File: src/rtl/fetch_unit_if.sv
// Instruction-memory request/ack bus between the fetch unit and instruction memory.
interface fetch_unit_if;
    logic        imem_req;
    logic [31:0] imem_addr;
    logic        imem_ack;
    logic [31:0] imem_rdata;

    modport master (
        output imem_req,
        output imem_addr,
        input  imem_ack,
        input  imem_rdata
    );

    modport slave (
        input  imem_req,
        input  imem_addr,
        output imem_ack,
        output imem_rdata
    );
endinterface

File: src/rtl/fetch_unit.sv
// Instruction-fetch stage: owns the PC, handshakes with a variable-latency
// instruction memory, and presents f_instr/f_pcp4 (NOP when invalid) to IF/ID.
// Optional build macro FETCH_PERFCNT_EN adds a saturating imem wait-cycle counter.
module fetch_unit #(
    parameter logic [31:0] RESET_PC = 32'h0000_0000
) (
    input  logic                clk,
    input  logic                rst,
    input  logic                en,
    input  logic                redirect,
    input  logic [31:0]         redirect_pc,
    fetch_unit_if.master        imem,
    output logic [31:0]         f_instr,
    output logic [31:0]         f_pcp4,
    output logic                f_valid
`ifdef FETCH_PERFCNT_EN
    ,
    output logic [31:0]         imem_wait_cnt
`endif
);

    localparam int unsigned XLEN = 32;

    typedef enum logic [1:0] {
        S_FETCH   = 2'd0,
        S_HOLD    = 2'd1,
        S_DISCARD = 2'd2
    } state_t;

    state_t            state_q, state_d;
    logic [XLEN-1:0]   pc_q, pc_d;
    logic [XLEN-1:0]   addr_q, addr_d;
    logic [XLEN-1:0]   ibuf_q, ibuf_d;
    logic [XLEN-1:0]   tgt;
    logic [XLEN-1:0]   pc_inc;
    logic              req;
    logic              unused_rpc_lsb;

    assign tgt            = {redirect_pc[XLEN-1:2], 2'b00};
    assign pc_inc         = pc_q + XLEN'(4);
    assign unused_rpc_lsb = ^redirect_pc[1:0];

    // State and datapath registers.
    always_ff @(posedge clk or posedge rst) begin
        if (rst) begin
            state_q <= S_FETCH;
            pc_q    <= RESET_PC;
            addr_q  <= RESET_PC;
            ibuf_q  <= '0;
        end else begin
            state_q <= state_d;
            pc_q    <= pc_d;
            addr_q  <= addr_d;
            ibuf_q  <= ibuf_d;
        end
    end

    // Next-state and datapath update; redirect always takes priority over en.
    always_comb begin
        state_d = state_q;
        pc_d    = pc_q;
        addr_d  = addr_q;
        ibuf_d  = ibuf_q;
        case (state_q)
            S_FETCH: begin
                if (redirect && imem.imem_ack) begin
                    pc_d   = tgt;
                    addr_d = tgt;
                end else if (redirect) begin
                    // Keep addr_q so the in-flight request can finish cleanly.
                    pc_d    = tgt;
                    state_d = S_DISCARD;
                end else if (imem.imem_ack && en) begin
                    pc_d   = pc_inc;
                    addr_d = pc_inc;
                end else if (imem.imem_ack) begin
                    ibuf_d  = imem.imem_rdata;
                    state_d = S_HOLD;
                end
            end
            S_HOLD: begin
                if (redirect) begin
                    pc_d    = tgt;
                    addr_d  = tgt;
                    state_d = S_FETCH;
                end else if (en) begin
                    pc_d    = pc_inc;
                    addr_d  = pc_inc;
                    state_d = S_FETCH;
                end
            end
            S_DISCARD: begin
                if (redirect) begin
                    pc_d = tgt;
                end
                if (imem.imem_ack) begin
                    addr_d  = redirect ? tgt : pc_q;
                    state_d = S_FETCH;
                end
            end
            default: begin
                state_d = S_FETCH;
            end
        endcase
    end

    // Outputs are combinational so a 0-wait memory sustains one instruction per cycle.
    assign req            = ~rst && (state_q != S_HOLD);
    assign imem.imem_req  = req;
    assign imem.imem_addr = addr_q;
    assign f_valid        = ~rst && ~redirect &&
                            (((state_q == S_FETCH) && imem.imem_ack) || (state_q == S_HOLD));
    assign f_instr        = !f_valid ? '0 : ((state_q == S_HOLD) ? ibuf_q : imem.imem_rdata);
    assign f_pcp4         = f_valid ? pc_inc : '0;

`ifdef FETCH_PERFCNT_EN
    // Saturating count of cycles spent waiting on instruction memory.
    always_ff @(posedge clk or posedge rst) begin
        if (rst) begin
            imem_wait_cnt <= '0;
        end else if (req && !imem.imem_ack && (imem_wait_cnt != '1)) begin
            imem_wait_cnt <= imem_wait_cnt + XLEN'(1);
        end
    end
`endif

endmodule

File: src/flat_wrapper.sv
// flat-port wrapper written by rule: the top's interface ports become plain ports
module fetch_unit_flat 
#(
    parameter logic [31:0] RESET_PC = 32'h0000_0000
)
  (clk, rst, en, redirect, redirect_pc, f_instr, f_pcp4, f_valid, imem_imem_req, imem_imem_addr, imem_imem_ack, imem_imem_rdata);
  fetch_unit_if imem_i ();
  input  logic clk;
  input  logic rst;
  input  logic en;
  input  logic redirect;
  input  logic [31:0] redirect_pc;
  output logic [31:0] f_instr;
  output logic [31:0] f_pcp4;
  output logic f_valid;
  output wire logic [$bits(imem_i.imem_req)-1:0] imem_imem_req;
  output wire logic [$bits(imem_i.imem_addr)-1:0] imem_imem_addr;
  input wire logic [$bits(imem_i.imem_ack)-1:0] imem_imem_ack;
  input wire logic [$bits(imem_i.imem_rdata)-1:0] imem_imem_rdata;
  assign imem_imem_req = imem_i.imem_req;
  assign imem_imem_addr = imem_i.imem_addr;
  assign imem_i.imem_ack = imem_imem_ack;
  assign imem_i.imem_rdata = imem_imem_rdata;
  fetch_unit #(.RESET_PC(RESET_PC)) u_core (.clk(clk), .rst(rst), .en(en), .redirect(redirect), .redirect_pc(redirect_pc), .imem(imem_i), .f_instr(f_instr), .f_pcp4(f_pcp4), .f_valid(f_valid));
endmodule
File: config.mk
export PLATFORM = sky130hd
export DESIGN_NAME = fetch_unit_flat
export DESIGN_NICKNAME = d
export VERILOG_FILES = /design/src/rtl/fetch_unit_if.sv /design/src/rtl/fetch_unit.sv /design/src/flat_wrapper.sv
export SDC_FILE = /design/constraint.sdc
export NUM_CORES = 1
export LEC_CHECK = 0
export BUFFER_PORTS_ARGS = -buffer_cell sky130_fd_sc_hd__buf_2
export CAP_MARGIN = 10
export CORE_UTILIZATION = 50
export CTS_BUF_LIST = sky130_fd_sc_hd__clkbuf_16
export DETAILED_ROUTE_END_ITERATION = 7
export MAX_ROUTING_LAYER = met4
export PLACE_DENSITY = 0.79
export SYNTH_ARGS = -nofsm -noshare
export SYNTH_HDL_FRONTEND = slang
export SYNTH_SLANG_ARGS = --single-unit
export TNS_END_PERCENT = 5
File: constraint.sdc
create_clock -name clk -period 2.72 [get_ports clk]
set_input_delay 0 -clock clk [delete_from_list [all_inputs] [get_ports clk]]
set_output_delay 0 -clock clk [all_outputs]
set_load 0.03 [all_outputs]
# Yosys cells after proc, flatten, opt, wreduce, memory -nomap -nowiden
# Cells that the tools add are included.
# W data, S select, Z words.
[classes]
add_sub_neg = 1
eq_ne = 11
mux = 22
bitwise_logic = 4
n_reduce_logical = 13
[op_table]
columns = ["op", "count"]
rows = [
  ["$mux W32", 12],
  ["$pmux W32 S3", 2],
  ["$add A32 B3 Y32 const B", 1],
  ["$reduce_and A5 Y1", 3],
  ["$mux W2", 7],
  ["$ne A3 B3 Y1 const B", 3],
  ["$logic_and A1 B1 Y1", 6],
  ["$pmux W2 S3", 1],
  ["$ne A2 B2 Y1 const B", 2],
  ["$ne A4 B2 Y1 const B", 1],
  ["$not A1 Y1", 4],
  ["$ne A3 B1 Y1 const B", 1],
  ["$ne A3 B2 Y1 const B", 1],
  ["$reduce_and A3 Y1", 1],
  ["$reduce_bool A3 Y1", 1],
  ["$eq A2 B1 Y1 const B", 1],
  ["$eq A2 B2 Y1 const B", 1],
  ["$logic_not A2 Y1", 1],
  ["$ne A2 B1 Y1 const B", 1],
  ["$logic_or A1 B1 Y1", 1],
]
[word_totals]
reg_bits = 98
inputBits = 69
out_inout_bits = 98
elab_cells = 55

# Depth between registers and ports, before layout
[logic_depth]
word_depth = 5
mapped_depth = 11
ltp_nobuf = 8

# Worst setup path after synthesis
# No wires, ideal clock.
[synth_timing]
path_type = "reg-to-output"
from = "register u_core.state_q[1]"
to = "output port f_instr[22]"
t_arrival_ns = 2.283
required_time_ns = 2.720
path_slack_ns = 0.437
path_stages_with_launch = 9
path_buffers = 4
cell_sequence = "dfrtp_1 > inv_1 > ha_1 > buf_2 > buf_2 > buf_1 > buf_1 > mux2i_1 > nor2_1"
[synth_via]
elab_chain_len = 5
word_cells_on_any_way = 7
[synth_lines]
columns = ["item", "line_no", "rtl"]
rows = [
  ["start: declaration", "fetch_unit.sv:30", "state_t state_q, state_d;"],
  ["start signal: assignment", "fetch_unit.sv:51", "state_q <= state_d;"],
  ["$logic_not A2 Y1", "fetch_unit.sv:112", "(((state_q == S_FETCH) && imem.imem_ack) || (state_q == S_HOLD));"],
  ["$logic_and A1 B1 Y1", "fetch_unit.sv:112", ""],
  ["$logic_or A1 B1 Y1", "fetch_unit.sv:112", ""],
  ["$logic_and A1 B1 Y1", "fetch_unit.sv:111", "assign f_valid = ~rst && ~redirect &&"],
  ["$mux W32 *", "fetch_unit.sv:113", "assign f_instr = !f_valid ? '0 : ((state_q == S_HOLD) ? ibuf_q : imem.imem_rdata);"],
  ["end: declaration", "flat_wrapper.sv:13", "output logic [31:0] f_instr;"],
]
# Every way passes the cells marked *; elsewhere a longest branch is shown, timed or not.

# Worst setup path in the final report
[layout_timing]
from = "register u_core.pc_q[3]"
to = "output port f_pcp4[24]"
[layout_via]
elab_chain_len = 2
[layout_lines]
columns = ["item", "line_no", "rtl"]
rows = [
  ["start: declaration", "fetch_unit.sv:31", "logic [XLEN-1:0] pc_q, pc_d;"],
  ["start signal: assignment", "fetch_unit.sv:52", "pc_q <= pc_d;"],
  ["$add A32 B3 Y32", "fetch_unit.sv:40", "assign pc_inc = pc_q + XLEN'(4);"],
  ["$mux W32", "fetch_unit.sv:114", "assign f_pcp4 = f_valid ? pc_inc : '0;"],
  ["end: declaration", "flat_wrapper.sv:14", "output logic [31:0] f_pcp4;"],
]
# Every way passes these cells.

==> metrics.cfg <==
[route]
dr_total_vias=7914
vias_per_cell=6.36
highest_layer=met4
met2_length_mm=11.2
drc=0
wl_met1_mm=9.55
routedWlPerCell_um=19.8
firstDrtPassIters=6
detail-route-antenna-nets=0
drt-initial-drc-count=831
wl_met3_mm=2.40
wl_mm=24.6

[clocking]
clockBufferDepth=2
cts_tree=built
htreeDepth=3
root_buffer=clkbuf_16
post_cts.repair.setup_buffers=0
clk_pin_slew_ns=0.07
cts_inserted_buffers=9
clock-sinks=98
clk-insertion-delay-late_ns=0.36

[timing]
setup_viol=0
hold-worst-slack_ns=0.0165
rsz0062_at_grt=false
hold_viol=0
tightestPinTransition_ns=0.733
maxSlewViolCount=0
finalSetupTns_ns=0
fin_skew_ns=0.0114
clock.fmax_mhz=380
min_period_ns=2.63
fin_crit_sh_pct=96.8
slew_headroom_pct=50.6

[final_layout]
areaGrowthSynthToFinish_pct=25.4
fillers=1191
layout.cells.non_filler=1244
antennaDiodeCount=0
regArea_um2=2450
utilization_pct=64.7
nets=1133
multi_input_area_um2=4370
layout-drive-gt1-share_pct=27.1

[worst_setup_path]
start_kind=flop
reg2reg_depth=6
setup.worst_path.class=reg2out
crit_family=simple AND/OR/NAND/NOR gates
crit_path_start=u_core.pc_q[3]
regToRegSetupSlack_ns=0.25
slowest_delay_ns=0.47
r2r_end=u_core.imem.imem_addr[15]
cp-end-kind=output pin
cp_data_required_time_ns=2.72
cp_max_fo=10
path_cells=ha_4 -> nand4_4 -> nor4_4 -> buf_4 -> and4_1 -> xor2_1 -> and2_1 -> buf_2
critPathBufInv=2
worstPathArrival_ns=2.63
r2r-start=u_core.pc_q[4]
slowest_stage=dfrtp_1
crit_cells=8

[global_routing]
gr-usage-all-layers_pct=34.6
grt_pass1_wl_mm=38.4
grt_pass1_vias=7495
antenna_found_initial=0
gr-total-overflow=0
grt_max_degree=55

[pwr]
power_density_nw_per_um2=1090
p_leak_nw=4.08
pwr-share-seq_pct=29.0
vdd_ir_drop_max_v=0.000621
power_mw=9.80
combinationalPowerShare_pct=58.1
internal_power_mw=4.90
net-switching-power_mw=4.89
sw_frac_of_total_pct=49.9
clkPwrFrac_pct=12.9

[logic_synthesis]
async_flop_share_pct=100
ys_ff_latch=98
syn_nets=948
syn_area_per_cell_um2=8.23
ys_warn_count=0
synth_area_um2=7190
seq_area_frac_synth_pct=34.1
yosysUniqueCellTypes=69
synth_enable_flop_cells=0
syn_inst=874
synth_flop_cell=dfrtp_1

[worst_hold_path]
min_from=redirect_pc[11]
min_to=u_core.imem.imem_addr[11]
whs_path_depth=3
hp-class=in2reg

[floorplanning]
start_util_pct=51.6
dieArea_um2=14900
die_y_um=122
die_w_um=122
ioPinCount=167
core_area_um2=13900
rows=43

[place]
place.gp.congestion=1.01
port_buffers=164
dp_hpwl_mm=16.4
numPlacedInstances=1183

[outcome]
status=completed

[job]
cap_violations=0

## cell type report
type / count / area share [%]
tap: 180 / 2.50
sequential: 98 / 27.2
clock buffer: 9 / 2.50
multi-input combinational: 679 / 48.5
inverter: 20 / 0.860
timing repair buffer: 251 / 17.9
clock inverter: 7 / 0.569
## tightest hold or removal path, delay by kind of cell
kind,cells,cell delay (ns)
buffers and inverters,1,0.10
AOI/OAI and AO/OA,2,0.23
## placed cells by master, fill, tap and decap left out, types with 5 or more instances in the layout
cell type,instances
buf_4,40
nand2b_1,13
nor4_1,5
and4_1,6
nor2_1,122
a21oi_1,46
buf_2,164
xor2_1,9
o211ai_1,19
a221oi_1,5
nand2_1,88
and2_1,13
xnor2_1,17
mux2i_1,38
clkbuf_16,9
mux2_2,37
a211oi_1,9
nand4_1,12
a31oi_1,18
o21ai_0,63
nand3_1,24
or2_2,8
and3_1,6
nor3_1,12
dfrtp_1,98
a22oi_1,11
o31ai_1,6
dlygate4sd3_1,45
o221ai_1,7
inv_1,18
## power groups by stage
stage / Combinational (mW) / Sequential, mW / Clock (mW)
5_1_grt: 6.12 / 2.92 / 1.33
3_5_place_dp: 5.45 / 2.82 / 0
2_1_floorplan: 3.68 / 2.94 / 0
3_3_place_gp: 5.36 / 2.79 / 0
6_report: 5.70 / 2.84 / 1.26
4_1_cts: 5.53 / 2.80 / 1.27
## through the flow
stage / area, µm² / worst slack [ns]
after detailed placement: 8280 / 0.264
final: 9020 / 0.0866
after floorplan: 7190 / 0.158
after CTS: 9000 / 0.0500
after global placement: 8280 / 0.351
after global routing: 9020 / 0.00507
## synthesized netlist by cell type (17+ instances only)
master / n / area (µm²)
clkbuf_1: 46 / 173
a21oi_1: 46 / 230
xnor2_1: 17 / 149
nand3_1: 24 / 120
nand2_1: 88 / 330
inv_1: 19 / 71.3
a31oi_1: 18 / 113
o21ai_0: 63 / 315
nor2_1: 122 / 458
buf_2: 19 / 95.1
dfrtp_1: 98 / 2450
mux2_2: 37 / 417
o211ai_1: 19 / 143
mux2i_1: 38 / 380
## metal layers
metal | vias to the layer above | track usage, %
met3 | 130 | 5.57
met1 | 3692 | 42.8
met5 | - | -
met4 | 0 | 23.5
met2 | 548 | 51.8
li1 | 3544 | -
## worst max path at each step
stage	endpoint	slack, ns
finish	f_pcp4[24]	0.09
global route	f_pcp4[28]	0.005
CTS	f_pcp4[24]	0.05
detailed placement	u_core.imem.imem_addr[22]	0.26
global placement	u_core.imem.imem_addr[22]	0.35
floorplan	u_core.ibuf_q[0]	0.16
## registers in the layout (all words and copies together), names as in the netlist
register and count:
u_core.imem.imem_addr 32, u_core.state_q 2, u_core.pc_q 32, u_core.ibuf_q 32
## cell families (layout without fill, tap and decap cells)
kind of cell	Yosys count	in the layout	share of synthesized area (%)
adders and majority gates	5	5	0.870
buffers and inverters	97	287	5.43
AOI/OAI and AO/OA	242	242	22.3
xor gates and xnor gates	26	26	3.17
and+or+nand+nor	331	331	23.1
muxes	75	75	11.1
DFF	98	98	34.1
## what timing repair did
item,4_1_cts,5_1_grt
hold buffers,45,0
hold endpoints to repair,88,0
endpoints found under the setup margin,0,7
resized for setup,0,3
(Power assumes the default switching activity.)
